[config.mk]
export PLATFORM = sky130hd
export DESIGN_NAME = serial_subtractor
export DESIGN_NICKNAME = d
export VERILOG_FILES = /design/src/rtl/serial_subtractor.sv
export SDC_FILE = /design/constraint.sdc
export NUM_CORES = 1
export LEC_CHECK = 0
export ABC_AREA = 1
export ABC_CLOCK_PERIOD_IN_PS = 1550
export BUFFER_PORTS_ARGS = -buffer_cell sky130_fd_sc_hd__clkbuf_2
export CORE_UTILIZATION = 52
export CTS_CLUSTER_DIAMETER = 120
export DETAILED_ROUTE_END_ITERATION = 8
export GPL_TIMING_DRIVEN = 0
export HOLD_SLACK_MARGIN = 0.15
export PLACE_DENSITY = 0.88
export SYNTH_ARGS = -nofsm -noshare
export SYNTH_HDL_FRONTEND = slang
export SYNTH_SLANG_ARGS = --single-unit
[constraint.sdc]
create_clock -name i_CLK -period 1.55 [get_ports i_CLK]
set_clock_uncertainty 0.05 [all_clocks]
set_input_delay 0.31 -clock i_CLK [delete_from_list [all_inputs] [get_ports i_CLK]]
set_output_delay 0.31 -clock i_CLK [all_outputs]
set_load 0.02 [all_outputs]
[src/rtl/serial_subtractor.sv]
// Bit-serial unsigned subtractor: one full-subtractor cell, LSB first, one bit per clock.
// Produces {borrow, (A-B) mod 2^SIZE} after SIZE run cycles, with a start/busy/done handshake.
module serial_subtractor #(
   parameter int unsigned SIZE = 4
) (
   input  logic            i_CLK,
   input  logic            i_RST,
   input  logic            i_START,
   input  logic [SIZE-1:0] i_VECTOR_ONE,
   input  logic [SIZE-1:0] i_VECTOR_TWO,
   output logic            o_BUSY,
   output logic            o_DONE,
   output logic [SIZE:0]   o_VECTOR_DIFF
);

   localparam int unsigned CNT_W = $clog2(SIZE) + 1;

   localparam logic [0:0] StIdle = 1'b0;
   localparam logic [0:0] StRun  = 1'b1;

   localparam logic [CNT_W-1:0] LastBit = CNT_W'(SIZE - 1);
   localparam logic [CNT_W-1:0] CntOne  = CNT_W'(1);

   logic [0:0]      r_state;
   logic [SIZE-1:0] r_op_a;
   logic [SIZE-1:0] r_op_b;
   logic [SIZE-1:0] r_shift;
   logic [CNT_W-1:0] r_cnt;
   logic            r_borrow;
   logic            r_done;
   logic [SIZE:0]   r_diff;

   logic [0:0]      w_state_nxt;
   logic [SIZE-1:0] w_op_a_nxt;
   logic [SIZE-1:0] w_op_b_nxt;
   logic [SIZE-1:0] w_shift_nxt;
   logic [CNT_W-1:0] w_cnt_nxt;
   logic            w_borrow_nxt;
   logic            w_done_nxt;
   logic [SIZE:0]   w_diff_nxt;

   logic            w_a_bit;
   logic            w_b_bit;
   logic            w_diff_bit;
   logic            w_borrow_out;
   logic            w_last;

   // Operands shift right each run cycle, so the active bit is always at index 0.
   assign w_a_bit      = r_op_a[0];
   assign w_b_bit      = r_op_b[0];
   assign w_diff_bit   = w_a_bit ^ w_b_bit ^ r_borrow;
   assign w_borrow_out = (~w_a_bit & w_b_bit) | (~(w_a_bit ^ w_b_bit) & r_borrow);
   assign w_last       = (r_cnt == LastBit);

   always_comb begin
      w_state_nxt  = r_state;
      w_op_a_nxt   = r_op_a;
      w_op_b_nxt   = r_op_b;
      w_shift_nxt  = r_shift;
      w_cnt_nxt    = r_cnt;
      w_borrow_nxt = r_borrow;
      w_done_nxt   = 1'b0;
      w_diff_nxt   = r_diff;

      unique case (r_state)
         StIdle: begin
            if (i_START) begin
               w_state_nxt  = StRun;
               w_op_a_nxt   = i_VECTOR_ONE;
               w_op_b_nxt   = i_VECTOR_TWO;
               w_cnt_nxt    = '0;
               w_borrow_nxt = 1'b0;
            end
         end
         StRun: begin
            w_op_a_nxt   = r_op_a >> 1;
            w_op_b_nxt   = r_op_b >> 1;
            w_shift_nxt  = {w_diff_bit, r_shift[SIZE-1:1]};
            w_cnt_nxt    = r_cnt + CntOne;
            w_borrow_nxt = w_borrow_out;
            // Final bit goes straight to the output so the result lands on the same edge.
            if (w_last) begin
               w_state_nxt = StIdle;
               w_done_nxt  = 1'b1;
               w_diff_nxt  = {w_borrow_out, w_diff_bit, r_shift[SIZE-1:1]};
            end
         end
         default: begin
            w_state_nxt = StIdle;
         end
      endcase
   end

   always_ff @(posedge i_CLK) begin
      if (i_RST) begin
         r_state  <= StIdle;
         r_op_a   <= '0;
         r_op_b   <= '0;
         r_shift  <= '0;
         r_cnt    <= '0;
         r_borrow <= 1'b0;
         r_done   <= 1'b0;
         r_diff   <= '0;
      end else begin
         r_state  <= w_state_nxt;
         r_op_a   <= w_op_a_nxt;
         r_op_b   <= w_op_b_nxt;
         r_shift  <= w_shift_nxt;
         r_cnt    <= w_cnt_nxt;
         r_borrow <= w_borrow_nxt;
         r_done   <= w_done_nxt;
         r_diff   <= w_diff_nxt;
      end
   end

   assign o_BUSY        = (r_state == StRun);
   assign o_DONE        = r_done;
   assign o_VECTOR_DIFF = r_diff;

endmodule

==> flow_summary.json, run 1 <==
{
  "drive_gt1_share_pct": 20.86,
  "clkPwrFrac_pct": 25.5,
  "fin_crit_ps": 1358,
  "start_kind": "flip-flop",
  "postCtsSetupRepairBufs": 0,
  "fin_tns_setup_ps": 0,
  "fin_util_pct": 65.79,
  "first_pass_iters": 6,
  "slew_violations": 0,
  "synth_warnings": 0,
  "antenna_found_initial": 0,
  "ys_seq_elements": 22,
  "p_int_uw": 725.8,
  "clk_latency_ps": 290,
  "die_width_um": 43.94,
  "status": "completed",
  "comb_power_share_pct": 12.0,
  "min_path_type": "input port to flip-flop",
  "overflow": 0,
  "antenna_cells": 0,
  "syn_inst": 120,
  "rsz0062_at_grt": "false",
  "max_cap_violations": 0,
  "path_max_fanout": 2,
  "fin_ws_ps": 192.1,
  "relSlewSlack_pct": 86.71,
  "tightest_slew_ps": 198.9,
  "ant_nets": 0,
  "synth_area_um2": 914.6,
  "crit_type": "flip-flop to flip-flop",
  "power.total_uw": 963.0,
  "period_share_pct": 87.60,
  "row_count": 14,
  "cts_tree": "done",
  "seqPwrFrac_pct": 62.5,
  "drtIter0Drc": 18,
  "critPathRequiredTime_ps": 1730,
  "clockBufferDepth": 2,
  "power_density_mw_per_mm2": 928.4,
  "ys.flop_type": "dfxtp_1",
  "syn_avg_cell_area_um2": 7.622,
  "p_sw_share_pct": 24.63,
  "io_buffer_count": 16,
  "syn_nets": 134,
  "grt_pass1_wl_um": 2829,
  "cts_resized": 0,
  "dieArea_mm2": 0.001931,
  "cts_buffers": 3,
  "dp_slack_ps": 203.6,
  "start_util_pct": 58.02,
  "boundaryPins": 18,
  "finalWeightedCongestion": 0.7716,
  "max-vdd-ir-drop_v": 0.0005455,
  "finalHoldViolCount": 0,
  "ys_async_sr_fraction_pct": 0,
  "route.vias.total": 816,
  "htree_levels": 1,
  "netSwitchingPower_uw": 237.2,
  "cts_root_buf": "clkbuf_4",
  "hold_depth": 3,
  "routedWlPerCell_um": 11.12,
  "yosysSeqAreaShare_pct": 48.15,
  "num-nets-final": 155,
  "finish.instance_area_mm2": 0.001037,
  "hold_buffers": 0,
  "setup_viol_count_final": 0,
  "grt_util_all_layers_pct": 20.28,
  "cts.sinks": 22,
  "arrival_ps": 1540,
  "reg2reg_depth": 4,
  "end_kind": "flip-flop",
  "clk_pin_slew_worst_paths_ps": 110,
  "dpl.hpwl_um": 1335,
  "synth_edf_count": 0,
  "max_clock_freq_mhz": 736.5,
  "grt_start_max_net_pins": 12,
  "vias_per_cell": 5.265,
  "synthToLayoutAreaGrowth_pct": 13.41,
  "routed_wl_um": 1724,
  "power_leakage_nw": 0.5276,
  "die_h_um": 43.94,
  "coreArea_mm2": 0.001577,
  "yosysUniqueCellTypes": 17,
  "grt_pass1_vias": 690,
  "route.detailed.drc": 0,
  "place_area_mm2": 0.001015
}
-- Yosys cell counts (2+ instances only) --
library cell  instances  share of area [%]
a21oi_1               6                3.3
buf_2                 3                1.6
buf_4                 2                1.6
dfxtp_1              22                 48
ha_1                  2                2.7
inv_1                13                5.3
nand2_1              34                 14
nand3_1              18                9.8
nor2_1                8                3.3
o21ai_0               5                2.7
-- area by class of cell --
class                           instances  area [um^2]
Fill cell                             145        539.3
Inverter                               14        52.55
Tap cell                               16        20.02
Clock buffer                            3        22.52
Buffer                                  6        41.29
Multi-Input combinational cell         78        380.4
Timing Repair Buffer                   16        80.08
Sequential cell                        22        440.4
-- layout by cell type, fill, tap and decap left out, types with 3 or more instances in the layout --
cell / synthesis / routed
nand3_1: 18 / 18
o21ai_0: 5 / 5
nor2_1: 8 / 8
clkbuf_4: 0 / 3
buf_2: 3 / 3
dfxtp_1: 22 / 22
clkbuf_2: 0 / 16
inv_1: 13 / 13
nand2_1: 34 / 34
a21oi_1: 6 / 6
-- power by group through the flow --
stage / Clock [mW] / Combinational, mW / Sequential (mW)
global route: 0.270 / 0.132 / 0.604
global placement: 0 / 0.110 / 0.613
CTS: 0.251 / 0.117 / 0.602
finish: 0.246 / 0.116 / 0.602
detailed placement: 0 / 0.117 / 0.615
floorplan: 0 / 0.0788 / 0.614
-- per-stage QoR --
| step | hold slack, ps | instances |
|---|---|---|
| 6_report | 182.2 | 155 |
| 5_1_grt | 183.4 | 155 |
| 4_1_cts | 179.3 | 155 |
| 3_5_place_dp | 383.8 | 152 |
| 3_3_place_gp | 378.3 | 152 |
| 2_1_floorplan | 322.4 | 120 |
-- critical path, stage by stage (launching register included) --
cell and delay (ps):
dfxtp_1 350, inv_1 60, fa_1 410, or2_2 310, a21oi_1 120
-- path summary, 6_finish.rpt --
path	endpoint	start	slack [ps]
min	r_op_b[3]	i_VECTOR_TWO[3]	180
min reg2reg	o_VECTOR_DIFF[0]	r_shift[1]	400
max	r_borrow	r_op_b[0]	190
max reg2reg	r_borrow	r_op_b[0]	190
-- cells by family (layout without fill, tap and decap cells) --
group | count (synthesis) | after routing | share of synthesized area (%)
AO/OA/AOI/OAI | 12 | 12 | 6.977
adder cells (fa/ha/maj) | 3 | 3 | 4.924
buffers and inverters | 20 | 39 | 10.26
flip-flops | 22 | 22 | 48.15
AND/OR/NAND/NOR | 63 | 63 | 29.69
-- routing by layer --
layer  global-route usage (%)  part of all wire, %
met1                    22.66                   45
met2                    35.52                   49
met3                    4.167                  4.0
met4                    11.52                  1.8
met5                        0                    0
-- state kept, by name, summed over array words and instances, names as in the netlist --
signal,cells
o_VECTOR_DIFF,5
r_op_a,4
r_op_b,4
r_cnt,3
r_shift,3
o_BUSY,1
o_DONE,1
r_borrow,1
Power figures use the tool's default switching activity.
==> inputs of run 2 (changes only) <==
- ABC_CLOCK_PERIOD_IN_PS: 1550 -> 1400
- PLACE_DENSITY: 0.88 -> 0.76
- clock period: 1.55 -> 1.4 ns (I/O delays scaled with it)
==> run 2 against run 1 <==
  * Cell count up 1.9%
  * Largest cell class unchanged
  * Hold slack worse by 22 ps
  * Critical path depth unchanged
  * Flip-flop and latch count unchanged
  * Critical endpoint unchanged
==> flow_summary.json, run 2 (synthesis gave the netlist of run 1 again) <==
{
  "overflow": 0,
  "min_path_type": "input port to flip-flop",
  "slew_violations": 0,
  "finalWeightedCongestion": 0.7260,
  "dieArea_mm2": 0.001931,
  "tightest_slew_ps": 219.1,
  "crit_family": "adder cells",
  "crit_type": "flip-flop to flip-flop",
  "antenna_cells": 0,
  "netSwitchingPower_uw": 279.6,
  "clkPwrFrac_pct": 30.4,
  "path_max_fanout": 2,
  "setup_viol_count_final": 0,
  "slowest_stage": "fa_1",
  "row_count": 14,
  "finalHoldViolCount": 0,
  "status": "completed",
  "comb_power_share_pct": 11.5,
  "largest_reg_flops": 5,
  "max_clock_freq_mhz": 753.9,
  "fin_util_pct": 67.94,
  "grt_pass1_vias": 772,
  "drtIter0Drc": 19,
  "p_sw_share_pct": 24.42,
  "start_util_pct": 58.02,
  "critPathMaxStageDelay_ps": 400,
  "routedWlPerCell_um": 10.86,
  "final_common_cell": "nand2_1",
  "max_cap_violations": 0,
  "cp.buffers_inverters": 1,
  "ant_nets": 0,
  "coreArea_mm2": 0.001577,
  "cts.sinks": 22,
  "cts_tree": "done",
  "postCtsSetupRepairBufs": 0,
  "rsz0062_at_grt": "false",
  "grt_start_max_net_pins": 13,
  "period_share_pct": 94.74,
  "die_width_um": 43.94,
  "critPathRequiredTime_ps": 1600,
  "clk_pin_slew_worst_paths_ps": 120,
  "first_pass_iters": 4,
  "fin_crit_ps": 1326,
  "end_kind": "flip-flop",
  "cts_buffers": 3,
  "route.vias.total": 804,
  "synthToLayoutAreaGrowth_pct": 17.10,
  "drive_gt1_share_pct": 21.13,
  "route.detailed.drc": 0,
  "grt_pass1_wl_um": 3098,
  "max-vdd-ir-drop_v": 0.0008577,
  "htree_levels": 1,
  "dpl.hpwl_um": 1218,
  "grt_util_all_layers_pct": 21.92,
  "cts_root_buf": "clkbuf_4",
  "p_int_uw": 865.6,
  "boundaryPins": 18,
  "cts_resized": 0,
  "clk_latency_ps": 310,
  "routed_wl_um": 1716,
  "vias_per_cell": 5.089,
  "crit_path_cell_trace": "inv_1 -> fa_1 -> or2_2 -> a21oi_1",
  "start_kind": "flip-flop",
  "hold_buffers": 2,
  "power_leakage_nw": 0.5432,
  "seqPwrFrac_pct": 58.2,
  "holdWs_ps": 160.1,
  "num-nets-final": 157,
  "relSlewSlack_pct": 85.36,
  "clockBufferDepth": 2,
  "most-common-layout-cells": "nand2_1 (34), dfxtp_1 (22), nand3_1 (18), clkbuf_2 (16), inv_1 (13)",
  "die_h_um": 43.94,
  "antenna_found_initial": 0,
  "arrival_ps": 1530,
  "io_buffer_count": 16,
  "fillCellCount": 149,
  "power_density_mw_per_mm2": 1069,
  "fin_tns_setup_ps": 0
}
run 2: changes by cell type in the layout (fill, tap and decap cells not counted):
cell and change:
dlygate4sd3_1 +2, clkbuf_8 +1
run 2: cell type report:
class	count	area (um^2)	area share, %
sequential	22	440.4	41.12
multi-input combinational	78	380.4	35.51
timing repair buffer	18	100.1	9.346
inverter	14	52.55	4.907
buffer	6	41.29	3.855
clock buffer	4	36.28	3.388
tap	16	20.02	1.869
run 2: metal layers:
metal,vias to the layer above,global-route usage [%],part of all wire [%]
met1,359,28.65,48
met4,0,12.73,2.5
li1,418,-,-
met5,-,0,0
met3,5,5.000,4.1
met2,22,33.13,45
run 2: worst reg2reg max path: stages (launching register included):
cell	delay (ps)
dfxtp_1	350
inv_1	60
fa_1	400
or2_2	300
a21oi_1	110
run 2: worst paths after layout:
check | from | to | slack [ps] | cells after the start
worst max-delay path | r_op_b[0] | r_borrow | 70 | 4
worst max register to register | r_op_b[0] | r_borrow | 70 | 4
worst min-delay path | i_RST | r_cnt[2] | 160 | 2
worst min register to register | r_borrow | r_borrow | 420 | 2
run 2: stage by stage:
step	std cells	worst slack (ps)	total power [mW]	instance area [um^2]
after global routing	158	9.624	1.206	1071
after floorplan	120	156.0	0.7670	914.6
after CTS	158	54.45	1.152	1071
final	158	73.64	1.145	1071
after detailed placement	152	82.23	0.8074	1015
after global placement	152	109.6	0.8023	1015
run 2: power groups by stage:
| stage | clock, mW | combinational [mW] | sequential (mW) |
|---|---|---|---|
| after detailed placement | 0 | 0.127 | 0.680 |
| after floorplan | 0 | 0.0872 | 0.680 |
| after global routing | 0.385 | 0.150 | 0.670 |
| after global placement | 0 | 0.123 | 0.679 |
| after CTS | 0.353 | 0.132 | 0.666 |
| final | 0.348 | 0.131 | 0.666 |
==> inputs of run 3 (changes only) <==
- MAX_ROUTING_LAYER: unset -> met4
- RECOVER_POWER: unset -> 100
==> run 3 against run 2 <==
  * Combinational power fell by 4%
  * Cell area fell by 2.0%
  * Hold slack improved by 4.2 ps
  * Sequential power barely moved
  * Critical path depth did not move
  * Cell count did not move
  * Register-to-register slack barely moved
  * Flip-flop and latch count did not move
  * Via count fell by 0.50%
  * Non-clock buffer count did not move
  * Setup slack got worse by 4.4 ps
  * Largest power group unchanged
  * Highest routed layer unchanged
==> flow_summary.json, run 3 (synthesis gave the netlist of run 1 again) <==
{
  "critPathRequiredTime_ps": 1600,
  "final_common_cell": "nand2_1",
  "finalWeightedCongestion": 0.7347,
  "status": "completed",
  "drtIter0Drc": 12,
  "route.detailed.drc": 0,
  "coreArea_mm2": 0.001577,
  "cts_root_buf": "clkbuf_4",
  "route.vias.total": 800,
  "rsz0062_at_grt": "false",
  "cts_resized": 0,
  "power_leakage_nw": 0.5143,
  "boundaryPins": 18,
  "grt_start_max_net_pins": 13,
  "dpl.hpwl_um": 1218,
  "vias_per_cell": 5.063,
  "hold_depth": 2,
  "cts_buffers": 3,
  "power_density_mw_per_mm2": 1087,
  "synthToLayoutAreaGrowth_pct": 14.77,
  "drive_gt1_share_pct": 14.79,
  "clk_pin_slew_worst_paths_ps": 120,
  "period_share_pct": 95.06,
  "fin_tns_setup_ps": 0,
  "postCtsSetupRepairBufs": 0,
  "reg2reg_depth": 4,
  "ant_nets": 0,
  "grt_util_all_layers_pct": 22.60,
  "io_buffer_count": 16,
  "grt_pass1_wl_um": 3098,
  "relSlewSlack_pct": 70.06,
  "most-common-layout-cells": "nand2_1 (34), dfxtp_1 (22), nand3_1 (18), inv_1 (13), clkbuf_2 (10)",
  "antenna_cells": 0,
  "die_h_um": 43.94,
  "tightest_slew_ps": 449.1,
  "slew_violations": 0,
  "first_pass_iters": 4,
  "antenna_found_initial": 0,
  "clk_latency_ps": 310,
  "max_clock_freq_mhz": 751.4,
  "routed_wl_um": 1718,
  "dieArea_mm2": 0.001931,
  "htree_levels": 1,
  "place_area_mm2": 0.001015,
  "arrival_ps": 1530,
  "clockBufferDepth": 2,
  "largest_reg_flops": 5,
  "finish.instance_area_mm2": 0.001050,
  "grt_pass1_vias": 772,
  "max_cap_violations": 0,
  "cts_tree": "done",
  "end_kind": "flip-flop",
  "start_util_pct": 58.02,
  "num-nets-final": 157,
  "finalHoldViolCount": 0,
  "overflow": 0,
  "routedWlPerCell_um": 10.87,
  "fin_crit_ps": 1331,
  "setup_viol_count_final": 0,
  "min_path_type": "input port to flip-flop",
  "start_kind": "flip-flop",
  "cts.sinks": 22,
  "max-vdd-ir-drop_v": 0.0008621,
  "row_count": 14,
  "path_max_fanout": 2,
  "crit_type": "flip-flop to flip-flop",
  "die_width_um": 43.94
}
-- run 3: power breakdown --
part,internal [mW],switching (mW)
Sequential,0.652,0.0146
Clock,0.159,0.189
Combinational,0.0520,0.0743
Total,0.862,0.278
-- run 3: path summary, 6_finish.rpt --
check / endpoint / slack, ps / start
worst max-delay path: r_borrow / 70 / r_op_b[0]
worst min-delay path: r_cnt[2] / 160 / i_RST
worst max register to register: r_borrow / 70 / r_op_b[0]
worst min register to register: r_borrow / 420 / r_borrow
-- run 3: metal layers --
layer | global-route usage, % | up-vias | wire [um]
met3 | 5.000 | 5 | 53
met2 | 33.13 | 15 | 795
li1 | - | 419 | -
met5 | - | - | 0
met1 | 28.65 | 361 | 825
met4 | 12.73 | 0 | 44
-- run 3: area by class of cell --
cell class / count / area (um^2)
buffer: 6 / 37.54
clock buffer: 4 / 36.28
fill: 157 / 526.8
inverter: 14 / 52.55
multi-input combinational: 78 / 371.6
sequential: 22 / 440.4
tap: 16 / 20.02
timing repair buffer: 18 / 91.34
-- run 3: worst max-delay path, cell delays in order (launching register included) --
cell     delay [ps]
dfxtp_1         350
inv_1            60
fa_1            400
or2_2           300
a21oi_1         110
-- run 3: metrics by stage --
step / utilization (%) / worst slack, ps / instances / power [mW] / hold WS (ps)
CTS: 67.94 / 54.45 / 158 / 1.152 / 158.4
floorplan: - / 156.0 / 120 / 0.7670 / 292.4
finish: 66.59 / 69.22 / 158 / 1.141 / 164.2
global placement: 64.37 / 109.6 / 152 / 0.8023 / 381.8
detailed placement: 64.37 / 82.23 / 152 / 0.8074 / 400.3
global route: 66.59 / 9.641 / 158 / 1.201 / 156.0
-- run 3: timing repair --
item / 4_1_cts / 5_1_grt
hold buffers: 2 / 0
endpoints found under the hold margin: 2 / 0
endpoints found under the setup margin: 0 / 0
